**config.mk**
```make
export PLATFORM = sky130hd
export DESIGN_NAME = tft_frame_sequencer
export DESIGN_NICKNAME = d
export VERILOG_FILES = /design/src/rtl/tft_frame_sequencer.sv
export SDC_FILE = /design/constraint.sdc
export NUM_CORES = 1
export LEC_CHECK = 0
export CAP_MARGIN = 10
export CORE_MARGIN = 4
export CORE_UTILIZATION = 47
export DETAILED_ROUTE_END_ITERATION = 6
export DONT_BUFFER_PORTS = 1
export GPL_ROUTABILITY_DRIVEN = 0
export GPL_TIMING_DRIVEN = 0
export PLACE_DENSITY = 0.67
export SKIP_CTS_REPAIR_TIMING = 1
export SYNTH_ARGS = -nofsm -noshare
export SYNTH_HDL_FRONTEND = slang
export SYNTH_SLANG_ARGS = --single-unit
export TNS_END_PERCENT = 5
```
**constraint.sdc**
```tcl
create_clock -name MasterCLK -period 3.3 [get_ports MasterCLK]
set_input_delay 0.33 -clock MasterCLK [delete_from_list [all_inputs] [get_ports MasterCLK]]
set_output_delay 0.33 -clock MasterCLK [all_outputs]
set_load 0.05 [all_outputs]
```
**src/rtl/tft_frame_sequencer.sv**
```systemverilog
// TFT panel sequencer: hardware reset, SLPOUT/DISPON power-up, then a per-frame
// CASET/RASET/RAMWR header followed by a pixel stream forwarded to the SPI word shifter.
module tft_frame_sequencer #(
    parameter int H_RES      = 128,
    parameter int V_RES      = 160,
    parameter int X_OFS      = 0,
    parameter int Y_OFS      = 0,
    parameter int RST_CYCLES = 62500,
    parameter int INIT_WAIT  = 750000,
    parameter int SLP_CYCLES = 750000,
    parameter int GAP_CYCLES = 16
) (
    input  logic        MasterCLK,
    input  logic        Reset,
    input  logic        frame_en,
    input  logic [15:0] pix_data,
    input  logic        pix_valid,
    output logic        pix_ready,
    output logic [15:0] tx_data,
    output logic        tx_len,
    output logic        tx_valid,
    input  logic        tx_ready,
    input  logic        tx_idle,
    output logic        lcd_rs,
    output logic        lcd_cs_n,
    output logic        lcd_rst_n,
    output logic        init_done,
    output logic        frame_start
);

    typedef enum logic [3:0] {
        S_RST_LOW, S_RST_WAIT, S_SLPOUT, S_SLP_WAIT, S_DISPON, S_IDLE, S_CASET,
        S_CASET_ARG, S_RASET, S_RASET_ARG, S_RAMWR, S_PIXELS, S_DRAIN, S_GAP
    } state_t;

    localparam logic [15:0] XS       = 16'(X_OFS);
    localparam logic [15:0] XE       = 16'(X_OFS + H_RES - 1);
    localparam logic [15:0] YS       = 16'(Y_OFS);
    localparam logic [15:0] YE       = 16'(Y_OFS + V_RES - 1);
    localparam logic [15:0] PIX_LAST = 16'(H_RES * V_RES - 1);
    localparam logic [31:0] RST_LAST = 32'(RST_CYCLES - 1);
    localparam logic [31:0] INI_LAST = 32'(INIT_WAIT - 1);
    localparam logic [31:0] SLP_LAST = 32'(SLP_CYCLES - 1);
    localparam logic [31:0] GAP_LAST = 32'(GAP_CYCLES - 1);

    state_t      r_state, w_next_state;
    logic [31:0] r_cnt, w_cnt_next;
    logic [1:0]  r_byte, w_byte_next;
    logic [15:0] r_pix, w_pix_next;
    logic        r_cmd_busy, r_init_done, r_frame_start;
    logic [15:0] w_tx_data;
    logic        w_tx_len, w_tx_valid, w_rs, w_cs_n, w_rst_n, w_pix_ready;

    function automatic logic [15:0] arg_byte(input logic [15:0] start_v,
                                             input logic [15:0] end_v,
                                             input logic [1:0]  idx);
        case (idx)
            2'd0:    arg_byte = {8'h00, start_v[15:8]};
            2'd1:    arg_byte = {8'h00, start_v[7:0]};
            2'd2:    arg_byte = {8'h00, end_v[15:8]};
            default: arg_byte = {8'h00, end_v[7:0]};
        endcase
    endfunction

    // Next-state, counters and shifter/panel outputs decoded from the current state.
    always_comb begin
        w_next_state = r_state;
        w_cnt_next   = r_cnt;
        w_byte_next  = r_byte;
        w_pix_next   = r_pix;
        w_tx_data    = 16'h0000;
        w_tx_len     = 1'b0;
        w_tx_valid   = 1'b0;
        w_rs         = 1'b0;
        w_cs_n       = ~r_cmd_busy;
        w_rst_n      = 1'b1;
        w_pix_ready  = 1'b0;
        case (r_state)
            S_RST_LOW: begin
                w_rst_n = 1'b0;
                if (r_cnt == RST_LAST) begin
                    w_cnt_next   = 32'd0;
                    w_next_state = S_RST_WAIT;
                end else begin
                    w_cnt_next = r_cnt + 32'd1;
                end
            end
            S_RST_WAIT: begin
                if (r_cnt == INI_LAST) begin
                    w_cnt_next   = 32'd0;
                    w_next_state = S_SLPOUT;
                end else begin
                    w_cnt_next = r_cnt + 32'd1;
                end
            end
            S_SLPOUT: begin
                w_tx_valid = 1'b1;
                w_tx_data  = 16'h0011;
                w_cs_n     = 1'b0;
                if (tx_ready) w_next_state = S_SLP_WAIT;
                else          w_next_state = S_SLPOUT;
            end
            // The sleep-out delay only starts once the shifter has finished the command.
            S_SLP_WAIT: begin
                if (r_cmd_busy) begin
                    w_cnt_next = r_cnt;
                end else if (r_cnt == SLP_LAST) begin
                    w_cnt_next   = 32'd0;
                    w_next_state = S_DISPON;
                end else begin
                    w_cnt_next = r_cnt + 32'd1;
                end
            end
            S_DISPON: begin
                w_tx_valid = 1'b1;
                w_tx_data  = 16'h0029;
                w_cs_n     = 1'b0;
                if (tx_ready) w_next_state = S_IDLE;
                else          w_next_state = S_DISPON;
            end
            S_IDLE: begin
                if (frame_en) w_next_state = S_CASET;
                else          w_next_state = S_IDLE;
            end
            S_CASET, S_RASET, S_RAMWR: begin
                w_tx_valid = 1'b1;
                w_cs_n     = 1'b0;
                if (r_state == S_CASET)      w_tx_data = 16'h002A;
                else if (r_state == S_RASET) w_tx_data = 16'h002B;
                else                         w_tx_data = 16'h002C;
                if (!tx_ready)               w_next_state = r_state;
                else if (r_state == S_CASET) w_next_state = S_CASET_ARG;
                else if (r_state == S_RASET) w_next_state = S_RASET_ARG;
                else                         w_next_state = S_PIXELS;
            end
            S_CASET_ARG, S_RASET_ARG: begin
                w_tx_valid = 1'b1;
                w_rs       = 1'b1;
                w_cs_n     = 1'b0;
                if (r_state == S_CASET_ARG) w_tx_data = arg_byte(XS, XE, r_byte);
                else                        w_tx_data = arg_byte(YS, YE, r_byte);
                if (tx_ready && r_byte == 2'd3) begin
                    w_byte_next  = 2'd0;
                    w_next_state = (r_state == S_CASET_ARG) ? S_RASET : S_RAMWR;
                end else if (tx_ready) begin
                    w_byte_next = r_byte + 2'd1;
                end else begin
                    w_byte_next = r_byte;
                end
            end
            S_PIXELS: begin
                w_tx_valid  = pix_valid;
                w_tx_data   = pix_data;
                w_tx_len    = 1'b1;
                w_rs        = 1'b1;
                w_cs_n      = 1'b0;
                w_pix_ready = tx_ready;
                if (pix_valid && tx_ready && r_pix == PIX_LAST) begin
                    w_pix_next   = 16'd0;
                    w_next_state = S_DRAIN;
                end else if (pix_valid && tx_ready) begin
                    w_pix_next = r_pix + 16'd1;
                end else begin
                    w_pix_next = r_pix;
                end
            end
            S_DRAIN: begin
                w_cs_n = 1'b0;
                if (tx_idle) w_next_state = S_GAP;
                else         w_next_state = S_DRAIN;
            end
            // frame_en is sampled only here, at the frame boundary, so back-to-back
            // frames see CS high for exactly the gap length.
            S_GAP: begin
                if (r_cnt == GAP_LAST) begin
                    w_cnt_next   = 32'd0;
                    w_next_state = frame_en ? S_CASET : S_IDLE;
                end else begin
                    w_cnt_next = r_cnt + 32'd1;
                end
            end
            default: begin
                w_next_state = S_RST_LOW;
                w_cnt_next   = 32'd0;
            end
        endcase
    end

    // State, counters and status flags; Reset restarts the full power-up sequence.
    always_ff @(posedge MasterCLK or posedge Reset) begin
        if (Reset) begin
            r_state       <= S_RST_LOW;
            r_cnt         <= 32'd0;
            r_byte        <= 2'd0;
            r_pix         <= 16'd0;
            r_cmd_busy    <= 1'b0;
            r_init_done   <= 1'b0;
            r_frame_start <= 1'b0;
        end else begin
            r_state       <= w_next_state;
            r_cnt         <= w_cnt_next;
            r_byte        <= w_byte_next;
            r_pix         <= w_pix_next;
            r_frame_start <= (r_state == S_CASET) && tx_ready;
            if ((r_state == S_SLPOUT || r_state == S_DISPON) && tx_ready) r_cmd_busy <= 1'b1;
            else if (tx_idle)                                             r_cmd_busy <= 1'b0;
            else                                                          r_cmd_busy <= r_cmd_busy;
            if (r_state == S_DISPON && tx_ready) r_init_done <= 1'b1;
            else                                 r_init_done <= r_init_done;
        end
    end

    assign tx_data     = w_tx_data;
    assign tx_len      = w_tx_len;
    assign tx_valid    = w_tx_valid;
    assign lcd_rs      = w_rs;
    assign lcd_cs_n    = w_cs_n;
    assign lcd_rst_n   = w_rst_n;
    assign pix_ready   = w_pix_ready;
    assign init_done   = r_init_done;
    assign frame_start = r_frame_start;

endmodule

```
[Word level (Yosys, flattened, before mapping)]
Cells that the tools add are included.
W data, S select, Z words.
Storage, ports and cells
  flip-flop bits (word level): 57
  bits of input ports: 22
  output and inout port bits: 24
  word-level logic and storage cells: 102
Cells by class
  $add $sub $neg: 3
  eq/ne operators: 28
  mux-type cells: 39
  bitwise gates (word level): 2
  reduce and logical (&&, ||, !) cells: 23
Operators with widths (number)
  $pmux W32 S5: 1
  $mux W32: 4
  $pmux W16 S5: 1
  $mux W16: 3
  $pmux W4 S11: 1
  $mux W4: 9
  $add A32 B1 Y32 const B: 1
  $eq A32 B16 Y1 const B: 1
  $eq A32 B20 Y1 const B: 1
  $eq A32 B4 Y1 const B: 1
  $eq A4 B4 Y1 const B: 6
  $add A16 B1 Y16 const B: 1
  $eq A16 B15 Y1 const B: 1
  $eq A4 B3 Y1 const B: 4
  $ne A2 B2 Y1 const B: 8
  $mux W1: 10
  $mux W2: 5
  $reduce_or A10 Y1: 1
  $reduce_or A3 Y1: 3
  $reduce_or A9 Y1: 1
  $eq A4 B2 Y1 const B: 2
  $mux W8: 1
  $reduce_and A8 Y1: 1
  $mux W7: 1
  other kinds (15): 27

[Longest topological paths before layout]
Gate-level depths: netlist of run 1.
  depth after elaboration: 5
  mapped depth: 9
  mapped depth without buffers: 7

[Least setup slack after synthesis of run 1]
Ideal clock, no wire load.
  path type: flip-flop to output port
  start point: register r_state[3]
  end point: output tx_data[3]
  arrival time: 2.411 ns
  required time: 2.970 ns
  setup slack: 0.559 ns
  cell stages (with the launch flop): 7
  path buffers: 3
  path through: dfrtp_1 > clkbuf_1 > clkbuf_1 > nor2b_1 > clkbuf_1 > a21oi_1 > o21ai_0
On the way
  cells in the longest elaborated chain, start to end: 3
  elaborated cells on any way between the ends: 12
  those cells by class: eq/ne (8); mux (2); reduce/logical (2)
RTL lines
  from (decl): line 46  | state_t r_state, w_next_state;
  from (signal assigned): line 200  | r_state <= w_next_state;
  $eq A4 B3 Y1 (tied with other cells): line 78, 128
  $reduce_or A3 Y1 (tied with other cells)
  $pmux W16 S5 (*): line 78  | case (r_state)
  to (decl): line 19  | output logic [15:0] tx_data,
Mark *: on every way between the ends. The rest lies on a longest branch, timed or not.

[Final worst setup path of run 1]
Ends and elaborated chain as after synthesis.

==> results of run 1 <==
[state kept, by name, indices dropped and copies added (netlist names)]
signal,cells
frame_start,1
r_state,4
r_cmd_busy,1
r_byte,2
init_done,1
r_pix,16
r_cnt,32
[final timing paths]
check                        endpoint  slack, ns  depth (start not counted)
min in group asynchronous   r_cnt[27]       0.49                          2
min                        r_cmd_busy       0.11                          1
max reg2reg                 r_cnt[13]       0.38                          8
min reg2reg                  r_pix[4]       0.49                          1
max                        tx_data[3]       0.18                          6
max in group asynchronous  r_state[2]       2.24                          3
[metal layers]
metal,share of wire (%),vias to the layer above,wire length (um)
met5,0,-,0
met3,6.4,12,532
met1,46,1533,3880
met4,1.6,0,132
met2,46,99,3830
li1,-,1527,-
[critical path: stages (launching register included)]
cell and delay [ns]:
dfrtp_1 0.34, clkbuf_1 0.31, clkbuf_1 0.40, nor2b_1 0.19
clkbuf_1 0.33, a21oi_1 0.12, o21ai_1 0.76
[Yosys cell counts, types with 6 or more instances]
library cell	count
o21ai_0	22
and3_1	9
clkbuf_1	12
nand3_1	24
nand3b_1	8
dfrtp_1	57
nor3_1	15
nand2_1	42
xnor2_1	16
nand2b_1	7
xor2_1	7
and2_1	12
o311ai_0	6
nor2_1	48
a22o_1	15
a21oi_1	11
nand4_1	12
inv_1	11
nor4_1	6
[through the flow]
stage / power [uW] / instance area (um^2) / util [%] / std cells
after floorplan: 1950 / 3540 / - / 415
after global placement: 2210 / 3660 / 50.2 / 514
after detailed placement: 2240 / 3700 / 50.7 / 516
after CTS: 2990 / 3930 / 53.8 / 532
after global routing: 3180 / 3950 / 54.1 / 533
final: 3000 / 3950 / 54.1 / 533
[layout make-up]
class	count	area [um^2]
Inverter	13	48.8
Buffer	20	92.6
Sequential cell	57	1430
Multi-Input combinational cell	325	1990
Timing Repair Buffer	3	37.5
Clock inverter	7	103
Fill cell	693	3340
Clock buffer	9	124
Tap cell	99	124
[cell families (layout without fill, tap and decap cells)]
| logic type | Yosys count | in the layout | share of synthesized area (%) |
|---|---|---|---|
| simple gates | 214 | 214 | 32.3 |
| compound gates | 81 | 81 | 15.4 |
| flops | 57 | 57 | 40.3 |
| buf+inv | 33 | 52 | 4.00 |
| xor+xnor | 23 | 23 | 5.69 |
| mux | 4 | 4 | 1.24 |
| fa+ha+maj | 3 | 3 | 1.06 |
[power groups by stage]
stage	clock network, uW	registers [uW]	logic [uW]
6_report	747	834	1410
5_1_grt	796	844	1540
4_1_cts	760	834	1400
3_5_place_dp	0	848	1390
3_3_place_gp	0	846	1360
2_1_floorplan	0	832	1120
==> summary.md, run 1 <==
After synthesis, the mean cell area works out to 8.52 um^2. For the number of distinct library cells after synthesis, the log shows 59. The worst hold path begins at tx_idle.

The global routing usage on met3 came out at 5.34%. After synthesis, the cell types taking the most area are dfrtp_1 (40%), nor2_1 (5.1%), nand2_1 (4.5%). Clock tree synthesis inserted a total of 9 buffers.

The fraction of final layout cells sized beyond drive strength 1 is 11.1%, and the number of sinks on the clock net is 57. The first detailed-routing pass ran for 5 iterations. The run gives 0.105 ns as the post-route worst hold slack. The final count of hold timing violations is 0. Global-route met2 utilization: 32.1%. Clock tree skew after final layout: 0.0101 ns.

The most critical setup path has its startpoint at r_state[3]. The repair_antennas step left the layout with diodes totalling 0. The average wire length per cell after detail routing is 15.7 um, and the part of the total power dissipated in combinational logic is 47.2%.

The final worst setup slack came out at 0.182 ns. The first routing iteration left 138 violations. Using the TritonRoute via totals, the vias-per-cell ratio works out to 5.95. The worst setup path is launched from a flip-flop.

Row generation in the floorplan step produced 31 rows. The first global-routing pass estimated 14.5 mm of wire. Setup violations remaining at the end of the flow were counted as 0. The logs give 0 for the number of max-cap violations and 3 for the H-tree level count. The core region is 0.00729 mm^2.

The largest net degree at the start of global routing is 35, and the floorplan die width is 94.8 um. The count of buffers added on input and output ports is 0. TritonCTS built the clock tree. For this run, the number of Yosys warnings is 0. The largest total area in the synthesized netlist belongs to dfrtp_1. The total negative slack for setup checks is 0 ns, and the share of total power consumed by net switching is 46.5%.

The total number of vias is 3,171, and the switching power is 1390 uW. The remaining global-route overflow was 0; the met1 track utilization from global routing was 27.7%. Leaving out fill and tap cells, the most frequent cell in the layout is dfrtp_1.

The endpoint type of the worst setup path is a primary output. The flip-flop and latch count after synthesis is 57. The top cell types in the final layout, fill and taps aside, are dfrtp_1 (57), nor2_1 (48), nand2_1 (42).

Synthesis produced a netlist whose cell count is 415. The tools report the detailed-placement wirelength estimate as 6.00 mm. Signed area change from the synthesized netlist to the final layout: 11.6%.

The commonest register cell after synthesis is dfrtp_1. The final max-slew violation count came out at 0. In this run the cell area of the synthesized design comes to 0.00354 mm^2.

The flow ran to the end, and the final reports show no timing, DRC or antenna violations. CTS placed an instance of clkbuf_8 at the clock tree root. The worst slack at placement was 0.376 ns.

The worst setup path is of the flip-flop to primary output kind. Global routing's busiest layer: met2. The maximum fanout along the worst path came out at 10.

Measured against its own limit, the worst slew margin works out to 34.2%. In this run, synthesis inferred 0 flip-flops with an integrated enable. The share of synthesized flip-flops with an asynchronous set or reset is 100%, and the sequential share of power is 27.9%.

The type of the most critical hold path is input port to flip-flop. For the critical path data required time, the log shows 2.97 ns. The remaining design rule violation count is 0, and the slew at the pin with the worst max-slew slack is 0.982 ns.

Subtracting the final worst setup slack from the clock period gives 3.12 ns. IR analysis of the VDD net gives a maximum drop of 0.392 mV. For the number of antenna violations at the first check in global routing, the log shows 0. The worst register-to-register path begins at r_state[3]. For this run, the register share of the synthesized area comes to 40.3%. For the worst-skew pair, the clock arrives at the later sink with an insertion delay of 0.34 ns. The tools report the synthesized net count as 440. The longest clock path from root to sink contains 2 buffers. The final-stage net count is 454, and the power density of the placed cells is 759 mW/mm^2. Internal power comes to 1600 uW. The leakage power is 0.00163 uW.

After synthesis, the largest area contributor takes up 40.3% of total cell area. At the worst endpoint, the arrival time is 2.79 ns. The run gives 3,035 as the via count of the first global-routing pass. The tools report the wire length reported by the detailed router as 8.37 mm. The initial utilization of the core area, before any placement, comes to 48.5%. Die boundary height: 94.8 um.

In this run the count of I/O pins placed on the die edge is 46. Setup repair after global routing left no endpoint under its margin. Based on the critical path, the design can be clocked at up to 321 MHz.

The clock share of power is 24.9%, and the die area is 0.00898 mm^2. Final antenna-violating net count: 0. After clock tree synthesis, the clock-pin slew on the worst setup and hold paths is 0.07 ns. The portion of the clock cycle consumed by the worst path in the final layout was 94.5%; the global-route usage over all layers was 20.4%.
No activity file was read; power rests on OpenSTA's default activity.
==> run 2: changes to the inputs <==
- PLACE_DENSITY: 0.67 -> 0.73
==> run 2 against run 1 <==
  * Die area unchanged
  * Via count fell by 0.60%
  * Register-to-register slack worse by 0.02 ns
  * Wire length up 1.3%
  * Worst setup slack better by 0.038 ns
  * Core utilization barely moved
  * Fmax increased by 1.2%
  * Critical endpoint unchanged
==> summary.md, run 2 (synthesized netlist as in run 1, its figures left out) <==
Commonest cells after routing, fill and taps aside: dfrtp_1 (57), nor2_1 (48), nand2_1 (42) (unchanged). The first-pass detailed-route iteration total is 7 (was 5), and the total negative slack for setup checks is 0 ns (unchanged). The tools report the initial standard-cell utilization of the core as 48.5% (unchanged). The kind of critical path is flip-flop to primary output (unchanged).

The tools report the antenna diode count as 0 (unchanged). The run gives 0 (unchanged) as the number of max-cap violations. The number of sinks on the clock net is 57 (unchanged). The average wire length per cell after detail routing is 15.9 um (was 15.7 um).

The largest net degree at the start of global routing is 32 (was 35), and the final worst setup slack is 0.220 ns (was 0.182 ns). The remaining global-route overflow was 0 (unchanged). The die area was 0.00898 mm^2 (unchanged).

The fraction of final layout cells sized beyond drive strength 1 was 11.1% (unchanged); the total of buffers placed on input and output ports was 0 (unchanged). For the worst slack at placement, the log shows 0.382 ns (was 0.376 ns). The number of core rows is 31 (unchanged).

The portion of the clock cycle consumed by the worst path in the final layout is 93.3% (was 94.5%), and the remaining design rule violation count is 0 (unchanged). For the global-route usage over all layers, the log shows 20.7% (was 20.4%). The wire length reported by the detailed router was 8.48 mm (was 8.37 mm).

The placement-stage cell area was 0.00370 mm^2 (unchanged); the flip-flop count of the largest register, all copies and words added was 32 (unchanged). The maximum fanout along the worst path was 10 (unchanged). The global-route wire length before repair was 14.6 mm (was 14.5 mm); the total area of sequential cells was 0.00143 mm^2 (unchanged). The maximum cell stage delay along the critical path works out to 0.76 ns (about the same). The most prevalent standard cell on the critical path is clkbuf_1 (unchanged). The core footprint was 0.00729 mm^2 (unchanged).

Number of clock buffers inserted by TritonCTS: 9 (unchanged). The register bank with the most flops was r_cnt (unchanged). For the number of violations reported at the end of detailed-routing iteration 0, the log shows 172 (was 138). Registers with the highest flip-flop counts: r_cnt x32, r_pix x16, r_state x4 (unchanged).

Type of the most critical hold path: input port to flip-flop (unchanged). The final count of hold timing violations was 0 (unchanged). The buffer depth of the longest clock path came out at 2 (unchanged). The tools report the detailed-placement wirelength estimate as 6.04 mm (was 6.00 mm). Cell-by-cell trace of the critical path: clkbuf_1 > clkbuf_1 > nor2b_1 > clkbuf_1 > a21oi_1 > o21ai_1 (unchanged). The die boundary height was 94.8 um (unchanged). The insertion delay to the later sink of the worst-skew pair came out at 0.35 ns (was 0.34 ns). The arrival time reported for the critical path endpoint is 2.75 ns (was 2.79 ns), and the signed area change from the synthesized netlist to the final layout is 11.6% (about the same).

Critical-path cell with the highest stage delay: o21ai_1 (unchanged). The endpoint type of the worst setup path is a primary output (unchanged). TritonCTS built the clock tree. Final setup violation count: 0 (unchanged). The footprint of the multi-input gates came out at 0.00199 mm^2 (unchanged).

The final-stage net count came out at 454 (unchanged). The logs give 0 (unchanged) for the number of antenna violations at the first check in global routing and 2.97 ns (about the same) for the critical path data required time. The number of placed I/O pins was 46 (unchanged).

The most common cell after layout, fill and taps aside was dfrtp_1 (unchanged). For the final design instance area without fill, the log shows 0.00395 mm^2 (about the same). The final max-slew violation count was 0 (unchanged). The run gives 3,048 (was 3,035) as the via count of the first global-routing pass. The logs give 0.00163 uW (about the same) for the leakage power and 35.7% (was 34.2%) for the worst slew margin relative to its limit. The logs give 696 (was 693) for the count of fill cells added during filler insertion and 0 (unchanged) for the final antenna-violating net count. The clock tree skew after final layout is 0.00967 ns (was 0.0101 ns), and the floorplan die width is 94.8 um (unchanged). The shortest period the worst path allows was 3.08 ns (was 3.12 ns); the post-route worst hold slack was 0.0865 ns (was 0.105 ns). The via-per-instance ratio came out at 5.91 (was 5.95). The H-tree level count was 3 (unchanged).

The flow ran to the end, and the final reports show no timing, DRC or antenna violations. The tools report the worst voltage drop across the vdd grid as 0.333 mV (was 0.392 mV). The master cell of the clock root buffer was clkbuf_8 (unchanged). The launching element type of the critical path is a flip-flop (unchanged).

Setup repair after global routing left no endpoint under its margin. The clock transition at the registers of the reported paths was 0.08 ns (was 0.07 ns). The maximum operating frequency is 325 MHz (was 321 MHz), and the total number of vias is 3,152 (was 3,171). The slew at the pin with the worst max-slew slack came out at 0.958 ns (was 0.982 ns). The power density of the placed cells came out at 759 mW/mm^2 (about the same).
## run 2: cell count changes in the layout (fill, tap and decap cells not counted), sizes merged
cell / before / now
clkinv: 5 / 6
clkinvlp: 1 / 0
## run 2: routing by layer
layer  wire [um]  up-vias  GRT usage [%]  share of wire, %
met5           0        -              0                 0
met4         136        0           6.85               1.6
met3         503       13           5.26               5.9
met2        3960       96           33.8                47
met1        3880     1511           26.9                46
li1            -     1532              -                 -
## run 2: worst paths after layout
check	cells past startpoint	endpoint	start	slack, ns
worst max-delay path	6	tx_data[3]	r_state[3]	0.22
worst min-delay path	1	r_cmd_busy	tx_idle	0.09
worst max register to register	8	r_cnt[14]	r_state[3]	0.36
worst min register to register	1	r_pix[4]	r_pix[4]	0.49
max in group asynchronous	3	r_cnt[1]	Reset	2.21
min in group asynchronous	2	r_pix[11]	Reset	0.50
## run 2: cell type report
type	instances	share of cell area (%)
well taps	99	3.14
clock inverters	7	2.63
inverters	13	1.24
repair buffers	3	0.951
clock buffers	9	3.14
plain buffers	20	2.34
multi-input cells	325	50.4
flip-flops and latches	57	36.1
## run 2: report_power, final
part           internal, uW  switching (uW)
clock network           432             320
logic                   410             998
registers               760            75.7
total                  1600            1390
## run 2: metrics by stage
| step | power (uW) | instances | utilization (%) |
|---|---|---|---|
| after floorplan | 1950 | 415 | - |
| after global placement | 2200 | 514 | 50.2 |
| after detailed placement | 2230 | 516 | 50.7 |
| after CTS | 2990 | 532 | 53.8 |
| after global routing | 3190 | 533 | 54.2 |
| final | 3000 | 533 | 54.2 |
## run 2: critical path, delay by kind of cell, from the launching register on
family          cells  cell delay, ns
buf+inv             3            1.00
compound gates      2            0.88
flops               1            0.34
simple gates        1            0.18
==> run 3: changes to the inputs <==
- CELL_PAD_IN_SITES_DETAIL_PLACEMENT: default -> 0
- CELL_PAD_IN_SITES_GLOBAL_PLACEMENT: default -> 1
- PLACE_DENSITY: 0.73 -> 0.89
==> run 3 against run 2 <==
  * Fmax up 2.1%
  * Global-route usage up 0.11 points
  * Via count down 0.51%
  * Clock skew increased by 0.0014 ns
  * Core utilization increased by 0.33 points
  * Non-clock buffer count did not move
  * First-iteration DRC count shrank 13%
  * Critical endpoint unchanged
  * Largest cell class unchanged
==> summary.md, run 3 (synthesized netlist as in run 1, its figures left out) <==
For the critical path data required time, the log shows 2.97 ns (about the same). Detailed-placement wirelength estimate: 6.18 mm (was 6.04 mm). The kind of critical path is flip-flop to primary output (unchanged).

The total of buffers placed on input and output ports is 0 (unchanged), and the maximum fanout along the worst path is 10 (unchanged). The run gives 31.8% (was 35.7%) as the worst slew margin relative to its limit. The first-pass detailed-route iteration total came out at 5 (was 7). Share of total power consumed by net switching: 45.0% (was 46.5%). The topmost layer with routed signal wires was met4 (unchanged).

The master cell of the clock root buffer is clkbuf_8 (unchanged). The run finished with clean final reports. The run gives 8.55 mm (was 8.48 mm) as the wire length reported by the detailed router. The total number of vias is 3,136 (was 3,152), and the flip-flop count of the largest register, all copies and words added is 32 (unchanged).

The run gives 0 (unchanged) as the final count of hold timing violations. The floorplan die width is 94.8 um (unchanged). The buffer depth of the longest clock path was 2 (unchanged).

Registers with the highest flip-flop counts: r_cnt x32, r_pix x16, r_state x4 (unchanged). The clock transition at the registers of the reported paths was 0.07 ns (was 0.08 ns); the die area was 0.00898 mm^2 (unchanged). For the antenna diode count, the log shows 0 (unchanged). The number of sinks on the clock net is 57 (unchanged), and the shortest period the worst path allows is 3.02 ns (was 3.08 ns).

Type of the most critical hold path: input port to flip-flop (unchanged). The length of routed wiring on met1 is 4.00 mm (was 3.88 mm), and the number of violations reported at the end of detailed-routing iteration 0 is 149 (was 172). The initial standard-cell utilization of the core was 48.5% (unchanged). The register bank with the most flops is r_cnt (unchanged). Commonest cells after routing, fill and taps aside: dfrtp_1 (57), nor2_1 (48), nand2_1 (42) (unchanged).

The run gives 0 (unchanged) as the number of antenna violations at the first check in global routing. The logs give 0.284 ns (was 0.220 ns) for the final worst setup slack and 0 (unchanged) for the final max-slew violation count. The tools report the via count of the first global-routing pass as 2,976 (was 3,048).

The portion of the clock cycle consumed by the worst path in the final layout works out to 91.4% (was 93.3%). The total negative slack for setup checks came out at 0 ns (unchanged). The launching element type of the critical path was a flip-flop (unchanged). The final-stage net count was 454 (unchanged); the part of the total power dissipated in combinational logic was 46.1% (was 47.0%). Endpoint type of the worst setup path: a primary output (unchanged).

The logs give 0.00163 uW (about the same) for the leakage power and 0.0980 ns (was 0.0865 ns) for the post-route worst hold slack. The clock tree skew after final layout is 0.0110 ns (was 0.00967 ns), and the number of max-cap violations is 0 (unchanged). For the arrival time reported for the critical path endpoint, the log shows 2.69 ns (was 2.75 ns). The insertion delay to the later sink of the worst-skew pair was 0.34 ns (was 0.35 ns); the detailed-routed wire length on met2 was 4.02 mm (was 3.96 mm). The power density of the placed cells was 777 mW/mm^2 (was 759 mW/mm^2).

The average wire length per cell after detail routing is 16.0 um (was 15.9 um), and the largest net degree at the start of global routing is 34 (was 32). The fraction of final layout cells sized beyond drive strength 1 came out at 11.1% (unchanged). For the global-route usage over all layers, the log shows 20.8% (was 20.7%). TritonCTS built the clock tree. The run gives 27.1% (was 27.9%) as the sequential share of power.

Setup repair after global routing left no endpoint under its margin. Worst voltage drop across the vdd grid: 0.370 mV (was 0.333 mV). The switching power came out at 1390 uW (about the same). Worst slack at placement: 0.407 ns (was 0.382 ns). Via-per-instance ratio: 5.88 (was 5.91). For the internal power summed over all cells, the log shows 1700 uW (was 1600 uW). The run gives 0.00729 mm^2 (unchanged) as the core footprint.

The total met3 wirelength after detailed routing is 441 um (was 503 um). The tools report the final standard cell utilization of the core as 54.5% (was 54.2%). The tools report the remaining design rule violation count as 0 (unchanged).

The most common cell after layout, fill and taps aside is dfrtp_1 (unchanged). The tools report the number of clock buffers inserted by TritonCTS as 9 (unchanged). The maximum operating frequency is 332 MHz (was 325 MHz). The final setup violation count was 0 (unchanged). The global-route wire length before repair came out at 14.6 mm (unchanged).

The H-tree level count came out at 3 (unchanged). For the number of placed I/O pins, the log shows 46 (unchanged). Signed area change from the synthesized netlist to the final layout: 12.3% (was 11.6%). The remaining global-route overflow was 0 (unchanged); the final antenna-violating net count was 0 (unchanged). The die boundary height came out at 94.8 um (unchanged). The clock share of power is 26.8% (was 25.1%), and the slew at the pin with the worst max-slew slack is 1.02 ns (was 0.958 ns).

The number of core rows came out at 31 (unchanged).
==> run 3: worst max-delay path, stage by stage (launching register included) <==
cell and delay (ns):
dfrtp_1 0.34, clkbuf_1 0.29, clkbuf_1 0.36, nor2b_1 0.17, clkbuf_1 0.31, a21oi_1 0.12, o21ai_1 0.77
==> run 3: metrics by stage <==
stage          cell area (um^2)  total power (uW)  std cells
5_1_grt                    3970              3290        533
6_report                   3970              3090        533
2_1_floorplan              3540              1950        415
3_3_place_gp               3660              2210        514
4_1_cts                    3950              3090        532
3_5_place_dp               3700              2250        516
==> run 3: path summary, 6_finish.rpt <==
path	startpoint	to	slack, ns	cells after the start
worst min register to register	r_pix[15]	r_pix[15]	0.47	1
min in group asynchronous	Reset	r_cnt[26]	0.50	2
worst max-delay path	r_state[3]	tx_data[3]	0.28	6
worst max register to register	r_state[3]	r_cnt[8]	0.40	8
worst min-delay path	tx_idle	r_cmd_busy	0.1	1
max in group asynchronous	Reset	r_cnt[14]	2.23	3
==> run 3: power groups by stage <==
stage	Combinational (uW)	Clock (uW)	Sequential, uW
global route	1550	892	845
global placement	1360	0	847
finish	1420	826	837
CTS	1410	847	837
detailed placement	1400	0	849
floorplan	1120	0	832
==> run 3: cell type report <==
cell class                 instances  area, um^2
sequential                        57        1430
buffer                            20        92.6
tap                               99         124
inverter                          13        48.8
timing repair buffer               3        37.5
clock inverter                     6         114
fill                             683        3320
clock buffer                      10         138
multi-input combinational        325        1990
==> run 3: routing by layer <==
| metal | vias to the layer above | global-route usage [%] |
|---|---|---|
| met5 | - | 0 |
| met4 | 0 | 7.09 |
| met3 | 8 | 5.58 |
| met2 | 87 | 34.2 |
| met1 | 1510 | 26.6 |
| li1 | 1531 | - |
